--- src/rtl/flg_encoder_pkg.sv ---
// ============================================================================
// Module      : flg_encoder_pkg
// Description : Shared parameter defaults and state encoding for flg_encoder.
// Revision    : 1.0 - initial release
// ============================================================================
`default_nettype none

`ifndef C_LOG_2
`define C_LOG_2(x) $clog2(x)
`endif

package flg_encoder_pkg;

  localparam int DW_DATA_WIDTH = 32;
  localparam int DW_ACT_WIDTH  = 8;

  localparam logic [0:0] S_COLL = 1'b0;
  localparam logic [0:0] S_FLAG = 1'b1;

endpackage

`default_nettype wire

--- src/rtl/flg_encoder.sv ---
// ============================================================================
// Module      : flg_encoder
// Description : Dense-to-sparse activation compressor emitting packed nonzero
//               values plus a per-group flag word and nonzero count.
// Revision    : 1.0 - initial release
// ============================================================================
`default_nettype none

`ifndef C_LOG_2
`define C_LOG_2(x) $clog2(x)
`endif

module flg_encoder
  import flg_encoder_pkg::*;
#(
  parameter int DATA_WIDTH = DW_DATA_WIDTH,
  parameter int ACT_WIDTH  = DW_ACT_WIDTH,
  parameter int CNT_WIDTH  = `C_LOG_2(DATA_WIDTH) + 1
) (
  input  logic                  clk,
  input  logic                  rst_n,
  input  logic                  I_Clr,
  input  logic                  I_Val,
  input  logic [ACT_WIDTH-1:0]  I_Data,
  output logic                  I_Rdy,
  output logic                  O_Dat_Val,
  output logic [ACT_WIDTH-1:0]  O_Dat,
  input  logic                  O_Dat_Rdy,
  output logic                  O_Flag_Val,
  output logic [DATA_WIDTH-1:0] O_Flag,
  output logic [CNT_WIDTH-1:0]  O_Cnt,
  input  logic                  O_Flag_Rdy
);

  localparam logic [DATA_WIDTH-1:0] c_MSB     = {1'b1, {(DATA_WIDTH-1){1'b0}}};
  localparam logic [CNT_WIDTH-1:0]  c_LAST_CH = CNT_WIDTH'(DATA_WIDTH - 1);

  logic [0:0]            r_state;
  logic [0:0]            w_stateNext;
  logic [CNT_WIDTH-1:0]  r_chCnt;
  logic [CNT_WIDTH-1:0]  r_nzCnt;
  logic [DATA_WIDTH-1:0] r_acc;
  logic                  w_accept;
  logic                  w_nz;
  logic                  w_last;
  logic [DATA_WIDTH-1:0] w_flagBit;
  logic [CNT_WIDTH-1:0]  w_nzInc;

  assign w_accept  = I_Val && I_Rdy;
  assign w_nz      = |I_Data;
  assign w_last    = (r_chCnt == c_LAST_CH);
  // ch0 lands in the MSB, so the flag bit walks down from the top.
  assign w_flagBit = w_nz ? (c_MSB >> r_chCnt) : '0;
  assign w_nzInc   = {{(CNT_WIDTH-1){1'b0}}, w_nz};

  always_ff @(posedge clk or negedge rst_n) begin
    if (!rst_n) begin
      r_state <= S_COLL;
    end else begin
      r_state <= w_stateNext;
    end
  end

  always_comb begin
    w_stateNext = r_state;
    if (I_Clr) begin
      w_stateNext = S_COLL;
    end else begin
      case (r_state)
        S_COLL:  if (w_accept && w_last)         w_stateNext = S_FLAG;
        S_FLAG:  if (O_Flag_Val && O_Flag_Rdy)   w_stateNext = S_COLL;
        default: w_stateNext = S_COLL;
      endcase
    end
  end

  always_comb begin
    I_Rdy = (r_state == S_COLL) && !I_Clr && (!O_Dat_Val || O_Dat_Rdy);
  end

  always_ff @(posedge clk or negedge rst_n) begin
    if (!rst_n) begin
      r_chCnt <= '0;
      r_nzCnt <= '0;
      r_acc   <= '0;
    end else if (I_Clr) begin
      r_chCnt <= '0;
      r_nzCnt <= '0;
      r_acc   <= '0;
    end else if (w_accept) begin
      if (w_last) begin
        r_chCnt <= '0;
        r_nzCnt <= '0;
        r_acc   <= '0;
      end else begin
        r_chCnt <= r_chCnt + 1'b1;
        r_nzCnt <= r_nzCnt + w_nzInc;
        r_acc   <= r_acc | w_flagBit;
      end
    end
  end

  // A reload on a simultaneous consume keeps the valid high for 1 beat/cycle.
  always_ff @(posedge clk or negedge rst_n) begin
    if (!rst_n) begin
      O_Dat_Val <= 1'b0;
      O_Dat     <= '0;
    end else if (I_Clr) begin
      O_Dat_Val <= 1'b0;
    end else if (w_accept && w_nz) begin
      O_Dat_Val <= 1'b1;
      O_Dat     <= I_Data;
    end else if (O_Dat_Val && O_Dat_Rdy) begin
      O_Dat_Val <= 1'b0;
    end
  end

  always_ff @(posedge clk or negedge rst_n) begin
    if (!rst_n) begin
      O_Flag_Val <= 1'b0;
      O_Flag     <= '0;
      O_Cnt      <= '0;
    end else if (I_Clr) begin
      O_Flag_Val <= 1'b0;
    end else if (w_accept && w_last) begin
      O_Flag_Val <= 1'b1;
      O_Flag     <= r_acc | w_flagBit;
      O_Cnt      <= r_nzCnt + w_nzInc;
    end else if (O_Flag_Val && O_Flag_Rdy) begin
      O_Flag_Val <= 1'b0;
    end
  end

endmodule

`default_nettype wire

--- config.mk ---
export PLATFORM = sky130hd
export DESIGN_NAME = flg_encoder
export DESIGN_NICKNAME = d
export VERILOG_FILES = /design/src/rtl/flg_encoder_pkg.sv /design/src/rtl/flg_encoder.sv
export SDC_FILE = /design/constraint.sdc
export NUM_CORES = 1
export LEC_CHECK = 0
export ABC_AREA = 1
export CORE_MARGIN = 4
export CORE_UTILIZATION = 50
export CTS_CLUSTER_DIAMETER = 150
export CTS_CLUSTER_SIZE = 10
export DETAILED_ROUTE_END_ITERATION = 16
export HOLD_SLACK_MARGIN = 0.1
export PLACE_DENSITY_LB_ADDON = 0.15
export SYNTH_ARGS = -nofsm -noshare
export SYNTH_HDL_FRONTEND = slang
export SYNTH_SLANG_ARGS = --single-unit
--- constraint.sdc ---
create_clock -name clk -period 1.43 [get_ports clk]
set_input_delay 0.429 -clock clk [delete_from_list [all_inputs] [get_ports clk]]
set_output_delay 0.429 -clock clk [all_outputs]
set_load 0.02 [all_outputs]
==> impl_results.md <==
* Outcome: finished, violations left
* Violated checks: setup timing
* Initial core utilization at 0.5117
* Longest Clk Path Bufs at 2
* NumNets Final at 792
* Root Driver: clkbuf_8
* ANT cells at 0
* Combinational power share at 0.155
* Final setup viols at 84
* Die ar. at 0.01103 mm^2
* Area contributors post-synth: dfrtp_1 (49%), nand2_1 (24%), inv_1 (7.0%)
* Clock Skews at 9.642 ps
* Setup repair after global routing missed its margin: true
* Initial antenna violation count at 0
* Ys Warns at 0
* PnR worst setup slack at -222.5 ps
* Clock network fraction of total power at 0.310
* Gr ovfl total at 0
* R2r setup slk at -220 ps
* Reg clk slew, reported paths at 90 ps
* Min-delay worst type: input port to flop
* Rel. slew slack at 0.8016
* Slowest stage delay, CP at 400 ps
* Worst slew pin tran at 297.6 ps
* Vias per std cell at 5.108
* Critical path's top delay family: simple AND/OR/NAND/NOR gates
* Internal at 3680 uW
* Core Area at 0.009196 mm^2
* First-pass GRT wire length at 21,440 um
* Gate count after technology mapping at 650
* Placed Cells at 847
* P per Cell Area at 771.1 mW/mm^2
* Cell variety after synth at 23
* Post-synth net total at 672
* Critical path cell sequence: ha_2 -> nand2_2 -> nor2_4 -> nand2_2 -> nor2_4 -> buf_12 -> inv_8 -> clkbuf_16 -> nand2_1 -> nand2_1
* Final Max Slew Viols at 0
* Die X at 105.0 um
* Clk sink count at 93
* VDD IR max at 0.6023 mV
* R2R depth at 10
* Avg Cell Area, Syn at 7.240 um^2
* Top cell type's share of synthesized area at 0.4945
* GP Congestion at 0.9204
* Data required, critical path at 1690 ps
* Largest net degree at the start of global routing at 44
* Worst reg2reg endpoint: O_Flag[4]$_DFFE_PN0P_
* Vias in the first global route at 4,539
* Seq/Total Area, Yosys at 0.4945
* #FFs+latches synth at 93
* Final Cycle Share at 1.156
* Worst Path Arrival at 1910 ps
* Mapped Area at 0.004706 mm^2
* Sw Ratio at 0.2926
* CTS buffer count at 9
* I/O pins at 63
* Critical Path Source Type: flop
* Tot GR Track Use at 0.2378
* Filler Cell Count at 689
* Core Util, Final at 0.7336
* Rows at 35
* Crit-path max FO at 9
* Initial drt markers at 301
* Post-route ant nets at 0
* DR WL/cell at 15.23 um
* I/O Buffers at 62
* Crit path time final at 1653 ps
* Total number of vias at 4,526
* Critical path buffers and inverters at 3
* Net Sw Power at 1522 uW
* HPWL Detailed at 8005 um
* WP depth at 10
* Hold Startpoint: I_Data[7]
* Fin cells at 886
* Area grow syn2layout at 43.37%
* Worst hold stages at 3
* Fmax at 605.1 MHz
* Synth area leader: dfrtp_1
* Crit. End Element: flop
* H-tree depth at 3
* Clock Latency Late Sink at 360 ps
* Flop pwr share at 0.535
* WHS Endpoint: O_Dat[7]$_DFFE_PN0P_
* DRC at 0
* Reg-to-Reg Start: r_chCnt[0]$_DFFE_PN0P_
* Pleak at 0.003791 uW
* CTS tree: built
* Max_cap viols at 0
* Drt first pass iters at 6
* Critical path class: flop to flop
* Final hold violation count at 0
* Total wire length at 13,500 um
* Fraction of layout cells with a size suffix above 1 at 0.3819
* Die Ht at 105.0 um
* Slowest cell on crit path: dfrtp_1
synthesized netlist by cell type (all sizes together):
cell and count:
nand2 305, clkinv 1, nand3b 1, clkbuf 7, xor2 3, nand4 2, buf 18, ha 8
o22ai 1, nor2 51, o21ai 18, dfrtp 93, inv 90, nand3 52
worst max-delay path by stage:
stage	startpoint	to
finish	r_chCnt[0]$_DFFE_PN0P_	O_Flag[4]$_DFFE_PN0P_
detailed placement	I_Data[3]	r_nzCnt[4]$_DFFE_PN0P_
global route	r_chCnt[0]$_DFFE_PN0P_	O_Cnt[5]$_DFFE_PN0P_
global placement	I_Clr	I_Rdy
floorplan	I_Data[1]	r_nzCnt[4]$_DFFE_PN0P_
CTS	r_state$_DFF_PN0_	I_Rdy
state kept, by name, summed over array words and instances (netlist names):
register / count
O_Flag: 32
O_Cnt: 6
r_state: 1
r_acc: 32
O_Dat: 8
r_chCnt: 6
r_nzCnt: 6
O_Dat_Val: 1
O_Flag_Val: 1
layout make-up:
type                       count  area (um^2)  area share
timing repair buffer         134         1304      0.1932
clock inverter                 7        51.30    0.007604
clock buffer                   9        123.9     0.01836
sequential                    93         2327      0.3450
inverter                      91        374.1     0.05545
multi-input combinational    441         2427      0.3598
tap                          111        138.9     0.02059
cell families (layout without fill, tap and decap cells):
kind of cell,after synthesis,in the layout,synth area share
and+or+nand+nor,411,411,0.3494
AOI/OAI and AO/OA,19,19,0.02207
adders and majority gates,8,8,0.02127
DFF,93,93,0.4945
xor gates and xnor gates,3,3,0.005585
buffers and inverters,116,241,0.1072
metal layers:
| metal | wire (um) | global-route usage | share of wire |
|---|---|---|---|
| met1 | 5532 | 0.3008 | 0.41 |
| met2 | 6879 | 0.4047 | 0.51 |
| met3 | 651 | 0.03768 | 0.048 |
| met4 | 434 | 0.09934 | 0.032 |
| met5 | 0 | 0 | 0 |
repair_timing:
action	CTS	global route
gates cloned	5	6
gates resized for setup	310	119
pin swaps	24	20
hold buffers	1	0
hold endpoints to repair	12	0
buffers inserted	11	4
setup endpoints to repair	142	93
stage by stage:
step	hold slack [ps]	instance area (um^2)	TNS, ps	setup WS [ps]	power, uW
6_report	326.3	6746	-14030	-222.5	5202
4_1_cts	423.3	6276	-4933	-154.8	5148
3_3_place_gp	303.1	5843	-47540	-675.6	3584
5_1_grt	321.7	6746	-18630	-258.4	5432
2_1_floorplan	133.4	4812	-1875	-131.9	3168
3_5_place_dp	308.7	5843	-51830	-724.8	3596
cells in the final DEF (no fill, tap or decap), types with 2 or more instances in the layout:
cell type,instances
buf_12,10
buf_16,5
buf_2,48
buf_4,36
buf_6,12
buf_8,5
clkbuf_16,5
clkbuf_2,2
clkbuf_8,9
clkdlybuf4s15_1,4
clkdlybuf4s15_2,2
clkdlybuf4s50_1,2
clkinvlp_4,5
dfrtp_1,93
dlygate4sd2_1,2
ha_1,2
ha_4,5
inv_1,60
inv_2,23
inv_4,4
inv_8,3
nand2_1,209
nand2_2,72
nand2_4,23
nand3_1,48
nand3_4,3
nand4_1,2
nor2_1,41
nor2_2,4
nor2_4,6
o21ai_0,5
o21ai_1,5
o21ai_2,7
xor2_1,2
power by group through the flow:
| stage | clock (uW) | sequential [uW] | combinational (uW) |
|---|---|---|---|
| 2_1_floorplan | 0 | 2940 | 224 |
| 3_3_place_gp | 0 | 2830 | 756 |
| 3_5_place_dp | 0 | 2830 | 764 |
| 4_1_cts | 1630 | 2780 | 740 |
| 5_1_grt | 1750 | 2800 | 882 |
| 6_report | 1610 | 2780 | 807 |
worst reg2reg max path, cell delays in order (launching register included):
cell and delay, ps:
dfrtp_1 400, ha_2 230, nand2_2 70, nor2_4 120, nand2_2 100, nor2_4 160
buf_12 140, inv_8 70, clkbuf_16 170, nand2_1 60, nand2_1 50
(Power assumes the default switching activity.)
